===== config.mk =====
export PLATFORM = sky130hd
export DESIGN_NAME = control_fsm
export DESIGN_NICKNAME = d
export VERILOG_FILES = /design/src/rtl/cpu_ctrl_pkg.sv /design/src/rtl/op_decode.sv /design/src/rtl/control_fsm.sv
export SDC_FILE = /design/constraint.sdc
export NUM_CORES = 1
export LEC_CHECK = 0
export BUFFER_PORTS_ARGS = -buffer_cell sky130_fd_sc_hd__buf_2
export CAP_MARGIN = 5
export CELL_PAD_IN_SITES_DETAIL_PLACEMENT = 0
export CELL_PAD_IN_SITES_GLOBAL_PLACEMENT = 1
export CORE_ASPECT_RATIO = 0.75
export CORE_MARGIN = 2
export CORE_UTILIZATION = 39
export DETAILED_ROUTE_END_ITERATION = 7
export MAX_ROUTING_LAYER = met4
export PLACE_DENSITY_LB_ADDON = 0.1
export SKIP_CTS_REPAIR_TIMING = 1
export SLEW_MARGIN = 0
export SYNTH_ARGS = -nofsm -noshare
export SYNTH_HDL_FRONTEND = slang
export SYNTH_SLANG_ARGS = --single-unit

===== constraint.sdc =====
create_clock -name CLK -period 3.8 [get_ports CLK]
set_input_delay 0.19 -clock CLK [delete_from_list [all_inputs] [get_ports CLK]]
set_output_delay 0.19 -clock CLK [all_outputs]
set_load 0.02 [all_outputs]

===== src/rtl/cpu_ctrl_pkg.sv =====
// Shared opcode, state and ALU encodings for the multi-cycle control sequencer.
package cpu_ctrl_pkg;

   localparam logic [3:0] OP_ADD  = 4'h0;
   localparam logic [3:0] OP_SUB  = 4'h1;
   localparam logic [3:0] OP_AND  = 4'h2;
   localparam logic [3:0] OP_OR   = 4'h3;
   localparam logic [3:0] OP_LW   = 4'h4;
   localparam logic [3:0] OP_SW   = 4'h5;
   localparam logic [3:0] OP_BEQ  = 4'h6;
   localparam logic [3:0] OP_JMP  = 4'h7;
   localparam logic [3:0] OP_ADDI = 4'h8;
   localparam logic [3:0] OP_HALT = 4'hF;

   typedef enum logic [2:0] {
      ST_INIT   = 3'd0,
      ST_FETCH  = 3'd1,
      ST_DECODE = 3'd2,
      ST_EXEC   = 3'd3,
      ST_MEM    = 3'd4,
      ST_WB     = 3'd5,
      ST_HALTED = 3'd6
   } state_t;

   localparam logic [2:0] ALU_ADD = 3'd0;
   localparam logic [2:0] ALU_SUB = 3'd1;
   localparam logic [2:0] ALU_AND = 3'd2;
   localparam logic [2:0] ALU_OR  = 3'd3;

   // R-type opcodes 0..3 are laid out to match the ALU codes directly.
   function automatic logic [2:0] rtype_alu(input logic [3:0] op);
      return {1'b0, op[1:0]};
   endfunction

endpackage


===== src/rtl/op_decode.sv =====
// Combinational opcode classifier; every opcode maps to exactly one flag.
module op_decode
   import cpu_ctrl_pkg::*;
(
   input  logic [3:0] op,
   output logic       is_rtype,
   output logic       is_imm,
   output logic       is_load,
   output logic       is_store,
   output logic       is_branch,
   output logic       is_jump,
   output logic       is_halt,
   output logic       is_illegal
);

   always_comb begin
      is_rtype   = 1'b0;
      is_imm     = 1'b0;
      is_load    = 1'b0;
      is_store   = 1'b0;
      is_branch  = 1'b0;
      is_jump    = 1'b0;
      is_halt    = 1'b0;
      is_illegal = 1'b0;
      case (op)
         OP_ADD, OP_SUB, OP_AND, OP_OR: is_rtype  = 1'b1;
         OP_ADDI:                       is_imm    = 1'b1;
         OP_LW:                         is_load   = 1'b1;
         OP_SW:                         is_store  = 1'b1;
         OP_BEQ:                        is_branch = 1'b1;
         OP_JMP:                        is_jump   = 1'b1;
         OP_HALT:                       is_halt   = 1'b1;
         default:                       is_illegal = 1'b1;
      endcase
   end

endmodule


===== src/rtl/control_fsm.sv =====
// Multi-cycle control sequencer feeding the PC fetch stage; outputs are registered Moore decodes.
// Build option CTRL_ILLEGAL_TRAP_EN: opcodes 9-E trap into HALTED and set IllegalOp, else they run as a NOP.
module control_fsm
   import cpu_ctrl_pkg::*;
#(
   parameter int INSTR_W = 16,
   parameter int ALUOP_W = 3
) (
   input  logic               CLK,
   input  logic               Reset,
   input  logic [INSTR_W-1:0] Instr,
   output logic               Init,
   output logic               Halt,
   output logic               Beq,
   output logic               PC_CTRL,
   output logic               IRWrite,
   output logic [ALUOP_W-1:0] ALUOp,
   output logic               ALUSrcImm,
   output logic               RegWrite,
   output logic               MemRead,
   output logic               MemWrite,
   output logic               MemToReg,
   output logic [2:0]         State,
   output logic               IllegalOp
);

`ifdef CTRL_ILLEGAL_TRAP_EN
   localparam logic TRAP_EN = 1'b1;
`else
   localparam logic TRAP_EN = 1'b0;
`endif

   state_t     state, nxt_state;
   logic [3:0] op, nxt_op;
   logic       is_rtype, is_imm, is_load, is_store;
   logic       is_branch, is_jump, is_halt, is_illegal;

   logic       n_init, n_halt, n_beq, n_pc_ctrl, n_ir_write, n_imm;
   logic       n_reg_write, n_mem_read, n_mem_write, n_mem_to_reg;
   logic [2:0] n_alu;

   // Opcode is captured on the edge leaving FETCH; decode it one cycle early so
   // outputs can be registered against the state being entered.
   assign nxt_op = (state == ST_FETCH) ? Instr[INSTR_W-1 -: 4] : op;

   op_decode u_op_decode (
      .op         (nxt_op),
      .is_rtype   (is_rtype),
      .is_imm     (is_imm),
      .is_load    (is_load),
      .is_store   (is_store),
      .is_branch  (is_branch),
      .is_jump    (is_jump),
      .is_halt    (is_halt),
      .is_illegal (is_illegal)
   );

   always_comb begin
      nxt_state = state;
      case (state)
         ST_INIT:   nxt_state = ST_FETCH;
         ST_FETCH:  nxt_state = ST_DECODE;
         ST_DECODE: begin
            if (is_jump || (is_illegal && !TRAP_EN))
               nxt_state = ST_FETCH;
            else if (is_halt || is_illegal)
               nxt_state = ST_HALTED;
            else
               nxt_state = ST_EXEC;
         end
         ST_EXEC: begin
            if (is_branch)
               nxt_state = ST_FETCH;
            else if (is_load || is_store)
               nxt_state = ST_MEM;
            else
               nxt_state = ST_WB;
         end
         ST_MEM:    nxt_state = is_store ? ST_FETCH : ST_WB;
         ST_WB:     nxt_state = ST_FETCH;
         ST_HALTED: nxt_state = ST_HALTED;
         default:   nxt_state = ST_INIT;
      endcase
   end

   // Halt is low only in the final state of an instruction, which is where PC advances.
   always_comb begin
      n_init       = 1'b0;
      n_halt       = 1'b0;
      n_beq        = 1'b0;
      n_pc_ctrl    = 1'b0;
      n_ir_write   = 1'b0;
      n_imm        = 1'b0;
      n_reg_write  = 1'b0;
      n_mem_read   = 1'b0;
      n_mem_write  = 1'b0;
      n_mem_to_reg = 1'b0;
      n_alu        = ALU_ADD;
      case (nxt_state)
         ST_INIT:  n_init = 1'b1;
         ST_FETCH: begin
            n_halt     = 1'b1;
            n_ir_write = 1'b1;
         end
         ST_DECODE: begin
            n_halt    = !(is_jump || (is_illegal && !TRAP_EN));
            n_pc_ctrl = is_jump;
         end
         ST_EXEC: begin
            n_halt = !is_branch;
            n_beq  = is_branch;
            n_imm  = is_imm || is_load || is_store;
            if (is_rtype)
               n_alu = rtype_alu(nxt_op);
            else if (is_branch)
               n_alu = ALU_SUB;
         end
         ST_MEM: begin
            n_halt      = !is_store;
            n_mem_read  = is_load;
            n_mem_write = is_store;
         end
         ST_WB: begin
            n_reg_write  = 1'b1;
            n_mem_to_reg = is_load;
            n_imm        = is_imm;
            if (is_rtype)
               n_alu = rtype_alu(nxt_op);
         end
         ST_HALTED: n_halt = 1'b1;
         default:   n_init = 1'b1;
      endcase
   end

   always_ff @(posedge CLK or posedge Reset) begin
      if (Reset) begin
         state     <= ST_INIT;
         op        <= 4'h0;
         IllegalOp <= 1'b0;
         Init      <= 1'b1;
         Halt      <= 1'b0;
         Beq       <= 1'b0;
         PC_CTRL   <= 1'b0;
         IRWrite   <= 1'b0;
         ALUOp     <= '0;
         ALUSrcImm <= 1'b0;
         RegWrite  <= 1'b0;
         MemRead   <= 1'b0;
         MemWrite  <= 1'b0;
         MemToReg  <= 1'b0;
      end else begin
         state     <= nxt_state;
         op        <= nxt_op;
         IllegalOp <= IllegalOp || (TRAP_EN && is_illegal && nxt_state == ST_HALTED);
         Init      <= n_init;
         Halt      <= n_halt;
         Beq       <= n_beq;
         PC_CTRL   <= n_pc_ctrl;
         IRWrite   <= n_ir_write;
         ALUOp     <= ALUOP_W'(n_alu);
         ALUSrcImm <= n_imm;
         RegWrite  <= n_reg_write;
         MemRead   <= n_mem_read;
         MemWrite  <= n_mem_write;
         MemToReg  <= n_mem_to_reg;
      end
   end

   assign State = state;

endmodule


# Word-level counts from Yosys, hierarchy flattened
# Cells that the tools add are included.
# word_totals
register_bits	20
latchBits	0
ram_bits	0
mem_bits_ro	0
out_inout_bits	17
memories	0
# op_classes
addsub	0
multipliers	0
n_div	0
order_cmp	0
n_eq_ne	21
shift	0
muxes	29
bitwise_logic	0
reduce_logical	15
# ops
operator	count
$eq A3 B3 Y1 const B	6
$mux W1	18
$pmux W3 S6	1
$eq A4 B3 Y1 const B	4
$eq A3 B2 Y1 const B	4
$mux W3	4
$reduce_or A10 Y1	1
$eq A4 B2 Y1 const B	2
$eq A4 B4 Y1 const B	2
$eq A3 B1 Y1 const B	2
$reduce_or A6 Y1	1
$logic_or A1 B1 Y1	5
$eq A4 B1 Y1 const B	1
$logic_not A4 Y1	1
$mux W2	2
$mux W4	1
$pmux W1 S4	1
$pmux W2 S2	1
$reduce_or A2 Y1	2
$reduce_or A4 Y1	1
$logic_not A1 Y1	3
$logic_not A3 Y1	1
$pmux W1 S2	1

# Depth between registers and ports, before layout
# Gate-level depths: netlist (run 1).
# logic_depth
depth_word	12
ltp_mapped	7
depth_no_buf	6

# By module
# From an unflattened synthesis (run 1), not the netlist that was laid out.
# hier_totals
cells_unflattened	89
area_unflattened_um2	952.2
# by_module_without_submodules
mod	n_inst	cells_each	area_each_um2	seq_area_each_um2
control_fsm	1	76	880.8	476.7
op_decode	1	13	71.3	0.0

# Least setup slack after synthesis (run 1)
# OpenSTA, ideal clock, no wires.
# synth_path
kind	register -> register
from	reg state[0] (netlist: State[0])
to	reg Halt
arrival_ps	1645
setup_slack_ps	2027
path_stages_with_launch	7
path_buffers	1
cell_sequence	dfrtp_1 > nor3b_4 > buf_6 > mux2i_1 > nand3_1 > nand3b_1 > nand3b_1
# synth_between
elab_chain_len	12
word_cells_on_any_way	45
cone_classes	20 x eq/ne; 14 x mux; 11 x reduce/logical
# synth_lines
item	line	text
from (decl)	control_fsm.sv:33	state_t state, nxt_state;
from (signal assigned)	control_fsm.sv:152	state <= nxt_state;
$eq A3 B1 Y1	control_fsm.sv:44, control_fsm.sv:60	
$mux W4	control_fsm.sv:44	assign nxt_op = (state == ST_FETCH) ? Instr[INSTR_W-1 -: 4] : op;
$eq A4 B1 Y1 (tied with other cells)	op_decode.sv:25	case (op)
$reduce_or A10 Y1 (no line)	n/a	
$mux W1	op_decode.sv:25	
$logic_or A1 B1 Y1	control_fsm.sv:66	else if (is_halt || is_illegal)
$mux W3	control_fsm.sv:66	
$mux W3	control_fsm.sv:64	if (is_jump || (is_illegal && !TRAP_EN))
$pmux W3 S6	control_fsm.sv:60	case (state)
$eq A3 B1 Y1 / $eq A3 B3 Y1 (equally long branches)	control_fsm.sv:99	case (nxt_state)
$reduce_or A2 Y1 (no line)	n/a	
$pmux W1 S4 (*)	control_fsm.sv:99	
named net n_halt	control_fsm.sv:38	logic n_init, n_halt, n_beq, n_pc_ctrl, n_ir_write, n_imm;
to (signal assigned)	control_fsm.sv:156	Halt <= n_halt;
to (decl)	control_fsm.sv:13	output logic Halt,
# The timed path passes the listed nets; every way through them passes the cells marked *.

# Worst setup path in the final report (run 1)
# layout_path
from	reg state[1] (netlist: State[1])
to	reg Halt
# Same word-level chain as after synthesis.

==> out/qor.txt, run 1 <==
Total track usage: 16.5%
Psw: 0.453 mW
Root Buffer: clkbuf_4
Register area share after synthesis: 48.4%
Htree depth: 1
Worst hold slack: -13.5 ps
Fin Clk Skew: 0.986 ps
Status: complete, but fails checks
Area growth syn-to-layout: 14.2%
R2R setup slack: 1580 ps
Failing checks: negative hold slack
Worst Tran Pin Value: 716 ps
Max Root-Sink Buffers: 2
Clk Latency, worst-skew pair: 300 ps
Final Worst Setup Slack: 1580 ps
YS warnings: 0
RD Place Congestion: 0.829
Slew headroom: 52.2%
Hold Fails Final Rpt: 18
Post-DR wirelength/cell: 13.8 um
Minimum clock period: 2220 ps
Commonest non-fill, non-tap cell in the layout: buf_2
Clk sinks: 19
EDFF count, synth: 0
CTS clk-pin slew, worst paths: 110 ps
Fmax: 450 MHz
DP Worst Slack: 1590 ps
Syn avg cell area: 10.7 um^2
Fin cells: 146
Worst reg2reg endpoint: Halt
Yosys reg bits: 19
Clock power share: 10.7%
P_int: 0.531 mW
Die W: 62.0 um
Initial DRC count: 48
Async S/R FF share, synth: 100%
Combinational share of power: 52.9%
Most frequent cells in the layout: buf_2 (20), dfrtp_1 (18), nor2_1 (9)
Initial Util: 42.0%
DRC Markers: 0
Ant diodes: 0
Port Buffers: 20
Tot Pwr: 0.984 mW
Final Setup Violations: 0
Worst r2r src: State[1]
Share of layout cells above drive strength 1: 33.9%
TNS Setup: 0 ps
Core area: 2350 um^2
Worst reg-to-reg path cell count: 5
Drt pass-1 iters: 4
Sw Share: 46.1%
Period utilization: 58.5%
Die Area: 2950 um^2
Placed cells: 142
Std-Cell Rows: 15
Crit-path max FO: 14
CTS tree: done
WP data required: 3990 ps
Seq pwr share: 36.3%
Yosys cell types: 43
CP endpoint kind: register
CP arrival: 2410 ps
Leakage: 0.538 nW
Detailed placement HPWL: 1.45 mm
Worst min-delay path category: in2async
Maximum number of pins on one net before global-route repair: 20
VDD IR max: 0.294 mV
Power Density: 875 nW/um^2
Main synth FF type: dfrtp_1
Max Cap Viol: 0
Crit path launch type: register
Final wirelength: 2.02 mm
Via count: 744
Netlist Area Pre-Place: 985 um^2
Final #Nets: 131
RSZ-0062 raised after global routing: no
Post-synthesis cell count: 92
IO Count: 35
Post-DRT Antenna Nets: 0
CP Class: reg2reg
Initial antenna violation count: 0
Global-route wire length before repair: 3.28 mm
Die Y: 47.5 um
Vias per cell: 5.10
CTS Buf Count: 3
Final Max Tran Viols: 0
Total gr overflow: 0
Vias in the first global route: 700
## flip-flops by register name, summed over array words and instances (netlist names)
register	flops
IRWrite	1
ALUSrcImm	1
PC_CTRL	1
op	4
Init	1
RegWrite	1
Beq	1
Halt	1
ALUOp	2
MemRead	1
MemToReg	1
MemWrite	1
State	3
## power by group through the flow
stage	registers [mW]	logic [mW]	clock network, mW
after floorplan	0.386	0.379	0
after global placement	0.357	0.520	0
after detailed placement	0.363	0.519	0
final	0.358	0.521	0.106
after global routing	0.370	0.577	0.120
after CTS	0.358	0.524	0.110
## logic make-up after synthesis
group / count (synthesis) / share of synthesized area (%)
compound gates: 19 / 15.6
mux: 5 / 5.84
buf+inv: 11 / 5.97
simple gates: 37 / 23.8
flops: 19 / 48.4
other cells: 1 / 0.381
## critical path, cell delays in order, from the launching register on
cell and delay (ps):
dfrtp_1 540, nor3b_4 620, mux2i_1 470, nand3_1 260, nand3b_1 150, nand3b_1 80
## per-stage QoR
step	utilization (%)	cell area (um^2)
4_1_cts	47.9	1120
2_1_floorplan	-	988
6_report	47.9	1120
3_3_place_gp	46.7	1090
3_5_place_dp	46.7	1090
5_1_grt	47.9	1120
## layer usage
metal,global-route usage (%),up-vias,routed length (um)
met4,2.55,0,0
met2,24.4,19,888
li1,-,364,-
met1,22.8,361,1040
met3,4.86,0,94
met5,-,-,0
## how the worst max path moves through the flow
stage	startpoint	to	slack, ps	cells after the start
floorplan	State[0]	Halt	2030	6
global placement	State[1]	Halt	1510	5
detailed placement	State[1]	Halt	1590	5
CTS	State[1]	Halt	1530	5
global route	State[1]	Halt	1380	5
finish	State[1]	Halt	1580	5
## final cells by class
| class | instances | area [um^2] |
|---|---|---|
| repair buffers | 20 | 100 |
| flip-flops and latches | 19 | 477 |
| clock inverters | 1 | 7.51 |
| clock buffers | 3 | 22.5 |
| well taps | 34 | 42.5 |
| inverters | 6 | 22.5 |
| fillers | 232 | 1220 |
| multi-input cells | 63 | 453 |
## cells in the mapped netlist (all sizes together), types with 2 or more instances
| library cell | number | share of area (%) |
|---|---|---|
| dfrtp | 18 | 46 |
| nor2 | 9 | 3.4 |
| inv | 6 | 2.3 |
| buf | 5 | 3.7 |
| nand3b | 5 | 3.8 |
| nand2 | 4 | 1.5 |
| nand2b | 4 | 2.5 |
| o21ai | 4 | 2.0 |
| mux2 | 3 | 3.8 |
| a21oi | 2 | 1.0 |
| and3 | 2 | 1.3 |
| mux2i | 2 | 2.0 |
| nand3 | 2 | 1.0 |
| nor3 | 2 | 1.0 |
| nor3b | 2 | 3.2 |
| or3b | 2 | 1.8 |
Power figures use the tool's default switching activity.
==> inputs of run 2 (changes only) <==
ABC_AREA = 1   (was unset)
CORE_UTILIZATION = 32   (was 39)
clock period = 1.9 ns   (was 3.8 ns; I/O delays follow)
==> out/qor.txt, run 2 <==
Failing checks: negative hold slack
Synth Area in Simple Gates: 43.1%
Via count: 842
RD Place Congestion: 0.785
Critical path's top delay family: simple AND/OR/NAND/NOR gates
Max Root-Sink Buffers: 2
Synth cell count leaders: nand2_1 (26), dfrtp_1 (18), nand2_2 (12), inv_1 (11), nor2_1 (10)
CP most frequent cell: nand2_2
Final wirelength: 2.22 mm
Vias in the first global route: 818
Clk Latency, worst-skew pair: 260 ps
Detailed placement HPWL: 1.72 mm
Util after Layout: 45.7%
Fillers: 309
Initial antenna violation count: 0
Die W: 69.8 um
Period utilization: 93.0%
Area of placed instances: 1260 um^2
CTS clk-pin slew, worst paths: 70 ps
CP endpoint kind: register
Area growth syn-to-layout: 32.7%
Post-synthesis compound-gate area fraction: 1.56%
Top-area cell type share of the netlist area: 43.3%
Ant diodes: 0
Final #Nets: 177
Slew headroom: 50.8%
Post-synthesis adder-cell area fraction: 0%
Fmax: 566 MHz
Post-synthesis cell count: 120
Mux contribution to synthesized area: 0%
Share of layout cells above drive strength 1: 53.8%
Slowest CP cell: dfrtp_2
Die Area: 3730 um^2
Final Max Tran Viols: 0
Crit-path max FO: 8
CTS tree: done
Commonest non-fill, non-tap cell in the layout: nand2_1
CTS Buf Count: 3
Largest family of logic cells by synthesized area: simple AND/OR/NAND/NOR gates
Total gr overflow: 0
Post-DR wirelength/cell: 11.3 um
Port Buffers: 20
Most common cell in the synthesized netlist: nand2_1
DRC Markers: 0
Buffers and inverters on the worst path: 2
IO Count: 35
Main synth FF type: dfrtp_1
Initial DRC count: 30
Worst min-delay path category: in2async
Yosys reg bits: 19
Leakage: 0.759 nW
XOR/XNOR Fraction of Synth Area: 0%
Most frequent cells in the layout: nand2_1 (22), buf_2 (20), buf_4 (17)
CP arrival: 1920 ps
Worst-path cell chain: buf_4 > nand3_4 > nand2_1 > nand2_2 > nand3_2 > inv_2 > nand2_2 > nand2_2 > nand2_2 > nand2b_4 > nor2_4 > nor2_1 > nand3_2
YS warnings: 0
Worst Tran Pin Value: 737 ps
VDD IR max: 0.688 mV
Yosys cell types: 23
Post-DRT Antenna Nets: 0
Global-route wire length before repair: 3.84 mm
Max Cap Viol: 0
Power Density: 1910 nW/um^2
Final instance area: 1380 um^2
CP Class: reg2reg
Vias per cell: 4.30
Die Y: 53.4 um
Drt pass-1 iters: 4
Tot Pwr: 2.64 mW
Core area: 3020 um^2
Worst hold slack: -51.8 ps
Register area share after synthesis: 45.8%
Hold Fails Final Rpt: 18
Fin Clk Skew: 7.24 ps
Max reg flops: 4
Total track usage: 14.1%
Std-Cell Rows: 17
Syn avg cell area: 8.66 um^2
Cell accounting for the most synthesized area: dfrtp_1
Minimum clock period: 1770 ps
Maximum number of pins on one net before global-route repair: 20
Largest cells by area after synthesis: dfrtp_1 (43%), nand2_1 (9.4%), nand2_2 (7.2%), nand3_2 (6.7%), inv_1 (4.0%)
Initial Util: 34.4%
Async S/R FF share, synth: 100%
Root Buffer: clkbuf_8
Clk sinks: 19
Largest Register: op
Final Setup Violations: 0
Htree depth: 1
Crit path launch type: register
Status: complete, but fails checks
WP data required: 2050 ps
Netlist Area Pre-Place: 1040 um^2
Max stage delay on crit path: 440 ps
EDFF count, synth: 0
==> run 2: cell count changes in the layout (fill, tap and decap cells not counted), sizes merged, moves of 3 or more <==
cell    previous run  this run
nor2               9        16
mux2               3         0
nand2              4        38
buf               20        37
nand3              2        16
nand2b             4         1
o21ai              4         1
inv                6        17
nand3b             5         1
==> run 2: routing by layer <==
metal / track usage [%] / vias up / share of wire (%)
met4: 3.85 / 0 / 0.63
met2: 19.7 / 19 / 42
li1: - / 440 / -
met3: 4.76 / 2 / 5.7
met1: 19.3 / 381 / 51
met5: - / - / 0
==> run 2: logic make-up (layout without fill, tap and decap cells) <==
logic type,Yosys count,in the layout
flops,19,19
buf+inv,21,58
other cells,1,2
compound gates,2,2
simple gates,77,77
==> run 2: layout make-up <==
type | count | area (um^2) | share of cell area, %
Multi-Input combinational cell | 81 | 514 | 37.3
Sequential cell | 19 | 479 | 34.7
Timing Repair Buffer | 37 | 228 | 16.5
Inverter | 17 | 66.3 | 4.81
Tap cell | 38 | 47.5 | 3.45
Clock buffer | 4 | 45.0 | 3.26
==> run 2: worst paths after layout <==
| kind | start | end | slack [ps] | cells after the start |
|---|---|---|---|---|
| min in group CLK | Instr[14] | op[2] | 160 | 3 |
| max in group asynchronous | Reset | State[0] | 1450 | 2 |
| hold / removal | Reset | op[2] | -50 | 2 |
| hold reg to reg | State[0] | Init | 570 | 2 |
| setup reg to reg | State[0] | Halt | 130 | 13 |
| setup / recovery | State[0] | Halt | 130 | 13 |
==> run 2: worst reg2reg max path, stage by stage (launching register included) <==
cell and delay, ps:
dfrtp_2 440, buf_4 160, nand3_4 110, nand2_1 80, nand2_2 140, nand3_2 130
inv_2 80, nand2_2 60, nand2_2 70, nand2_2 90, nand2b_4 90, nor2_4 30
nor2_1 120, nand3_2 60
==> run 2: metrics by stage <==
step / hold slack, ps / worst slack [ps] / setup TNS [ps] / std cells
after floorplan: 45.4 / 156 / 0 / 121
after global placement: 247 / 53.4 / 0 / 188
after detailed placement: 264 / 33.4 / 0 / 188
after CTS: -21.9 / 8.75 / 0 / 192
after global routing: 10.4 / -9.92 / -17.4 / 196
final: -51.8 / 133 / 0 / 196
==> run 2: power breakdown <==
| group | switching [mW] | leakage, nW | total (mW) | internal, mW |
|---|---|---|---|---|
| Clock | 0.138 | 0.0228 | 0.287 | 0.149 |
| Combinational | 1.07 | 0.494 | 1.75 | 0.684 |
| Sequential | 0.0615 | 0.242 | 0.606 | 0.544 |
| Total | 1.26 | 0.759 | 2.64 | 1.38 |
==> inputs of run 3 (changes only) <==
REMOVE_ABC_BUFFERS = 1   (was unset)
==> out/qor.txt, run 3 (synthesis gave the netlist of run 2 again) <==
VDD IR max: 0.605 mV
CP arrival: 1930 ps
Final #Nets: 174
Die W: 69.8 um
Clk sinks: 19
Htree depth: 1
Failing checks: negative hold slack
Fmax: 559 MHz
Worst min-delay path category: in2async
Max reg flops: 4
Final Setup Violations: 0
Crit-path max FO: 6
Via count: 844
Post-DRT Antenna Nets: 0
Final Worst Setup Slack: 110 ps
Crit path launch type: register
Worst Tran Pin Value: 739 ps
Ant diodes: 0
CP endpoint kind: register
CP Class: reg2reg
Detailed placement HPWL: 1.73 mm
Vias per cell: 4.37
Root Buffer: clkbuf_8
Initial Util: 34.4%
IO Count: 35
Tot Pwr: 2.60 mW
Max Root-Sink Buffers: 2
Worst hold slack: -48.5 ps
Total gr overflow: 0
CTS Buf Count: 3
Initial antenna violation count: 0
R2R setup slack: 110 ps
Global-route wire length before repair: 3.64 mm
Power Density: 1910 nW/um^2
CTS tree: done
RD Place Congestion: 0.769
Port Buffers: 20
Initial DRC count: 33
Final Max Tran Viols: 0
DRC Markers: 0
Util after Layout: 45.2%
Leakage: 0.734 nW
Vias in the first global route: 802
DP Worst Slack: 61.1 ps
Most frequent cells in the layout: nand2_1 (23), buf_2 (20), dfrtp_1 (16)
Largest Register: op
CTS clk-pin slew, worst paths: 70 ps
Commonest non-fill, non-tap cell in the layout: nand2_1
Std-Cell Rows: 17
Post-DR wirelength/cell: 11.7 um
Area growth syn-to-layout: 31.3%
Slew headroom: 50.7%
Die Y: 53.4 um
Final wirelength: 2.26 mm
Hold Fails Final Rpt: 18
RSZ-0062 raised after global routing: yes
WP data required: 2040 ps
Drt pass-1 iters: 4
Fillers: 308
Fin Clk Skew: 4.49 ps
Share of layout cells above drive strength 1: 52.3%
Core area: 3020 um^2
Status: complete, but fails checks
Die Area: 3730 um^2
Maximum number of pins on one net before global-route repair: 20
Minimum clock period: 1790 ps
Max Cap Viol: 0
Total track usage: 13.6%
Period utilization: 94.2%
Clk Latency, worst-skew pair: 260 ps
## run 3: cell count changes in the layout (fill, tap and decap cells not counted), moves of 2 or more
cell / previous run / this run
nand2_4: 3 / 1
nor2_4: 3 / 5
nor2_2: 4 / 2
buf_4: 17 / 14
## run 3: final cells by class
| class | count | area [um^2] | share of cell area (%) |
|---|---|---|---|
| Multi-Input combinational cell | 81 | 519 | 38.0 |
| Sequential cell | 19 | 479 | 35.1 |
| Timing Repair Buffer | 34 | 205 | 15.0 |
| Inverter | 17 | 68.8 | 5.04 |
| Tap cell | 38 | 47.5 | 3.48 |
| Clock buffer | 4 | 45.0 | 3.30 |
## run 3: final timing paths
path,cells past startpoint,startpoint,to
worst max-delay path,11,State[2],ALUOp[0]
worst min-delay path,2,Reset,ALUOp[0]
worst max register to register,11,State[2],ALUOp[0]
worst min register to register,2,op[1],op[1]
max in group asynchronous,2,Reset,State[2]
min in group CLK,3,Instr[13],op[1]
## run 3: power breakdown
part / total [mW] / internal, mW / switching, mW
Combinational: 1.70 / 0.637 / 1.06
Sequential: 0.620 / 0.544 / 0.0756
Clock: 0.283 / 0.149 / 0.134
Total: 2.60 / 1.33 / 1.27
## run 3: critical path: stages (launching register included)
cell and delay [ps]:
dfrtp_2 450, inv_4 100, nand2_2 80, nor2_4 120
nand2_1 70, nand2_2 140, nand3_4 100, nand2_1 110
nand3_4 110, nand2_2 140, nor2_4 50, o21bai_2 180
## run 3: through the flow
step	hold WS [ps]	TNS (ps)	instance area (um^2)	std cells
2_1_floorplan	45.4	0	1010	117
3_3_place_gp	250	0	1260	188
3_5_place_dp	266	0	1260	188
6_report	-48.5	0	1370	193
4_1_cts	-16.0	0	1300	192
5_1_grt	11.4	-21.8	1370	193
## run 3: per-layer routing
layer  wire, um  share of wire (%)  global-route usage (%)  vias up
met5          0                  0                       -        -
met4         13               0.58                    3.85        0
met3        100                4.4                    4.76        2
met2        994                 44                    22.7       19
met1       1150                 51                    16.0      388
li1           -                  -                       -      435
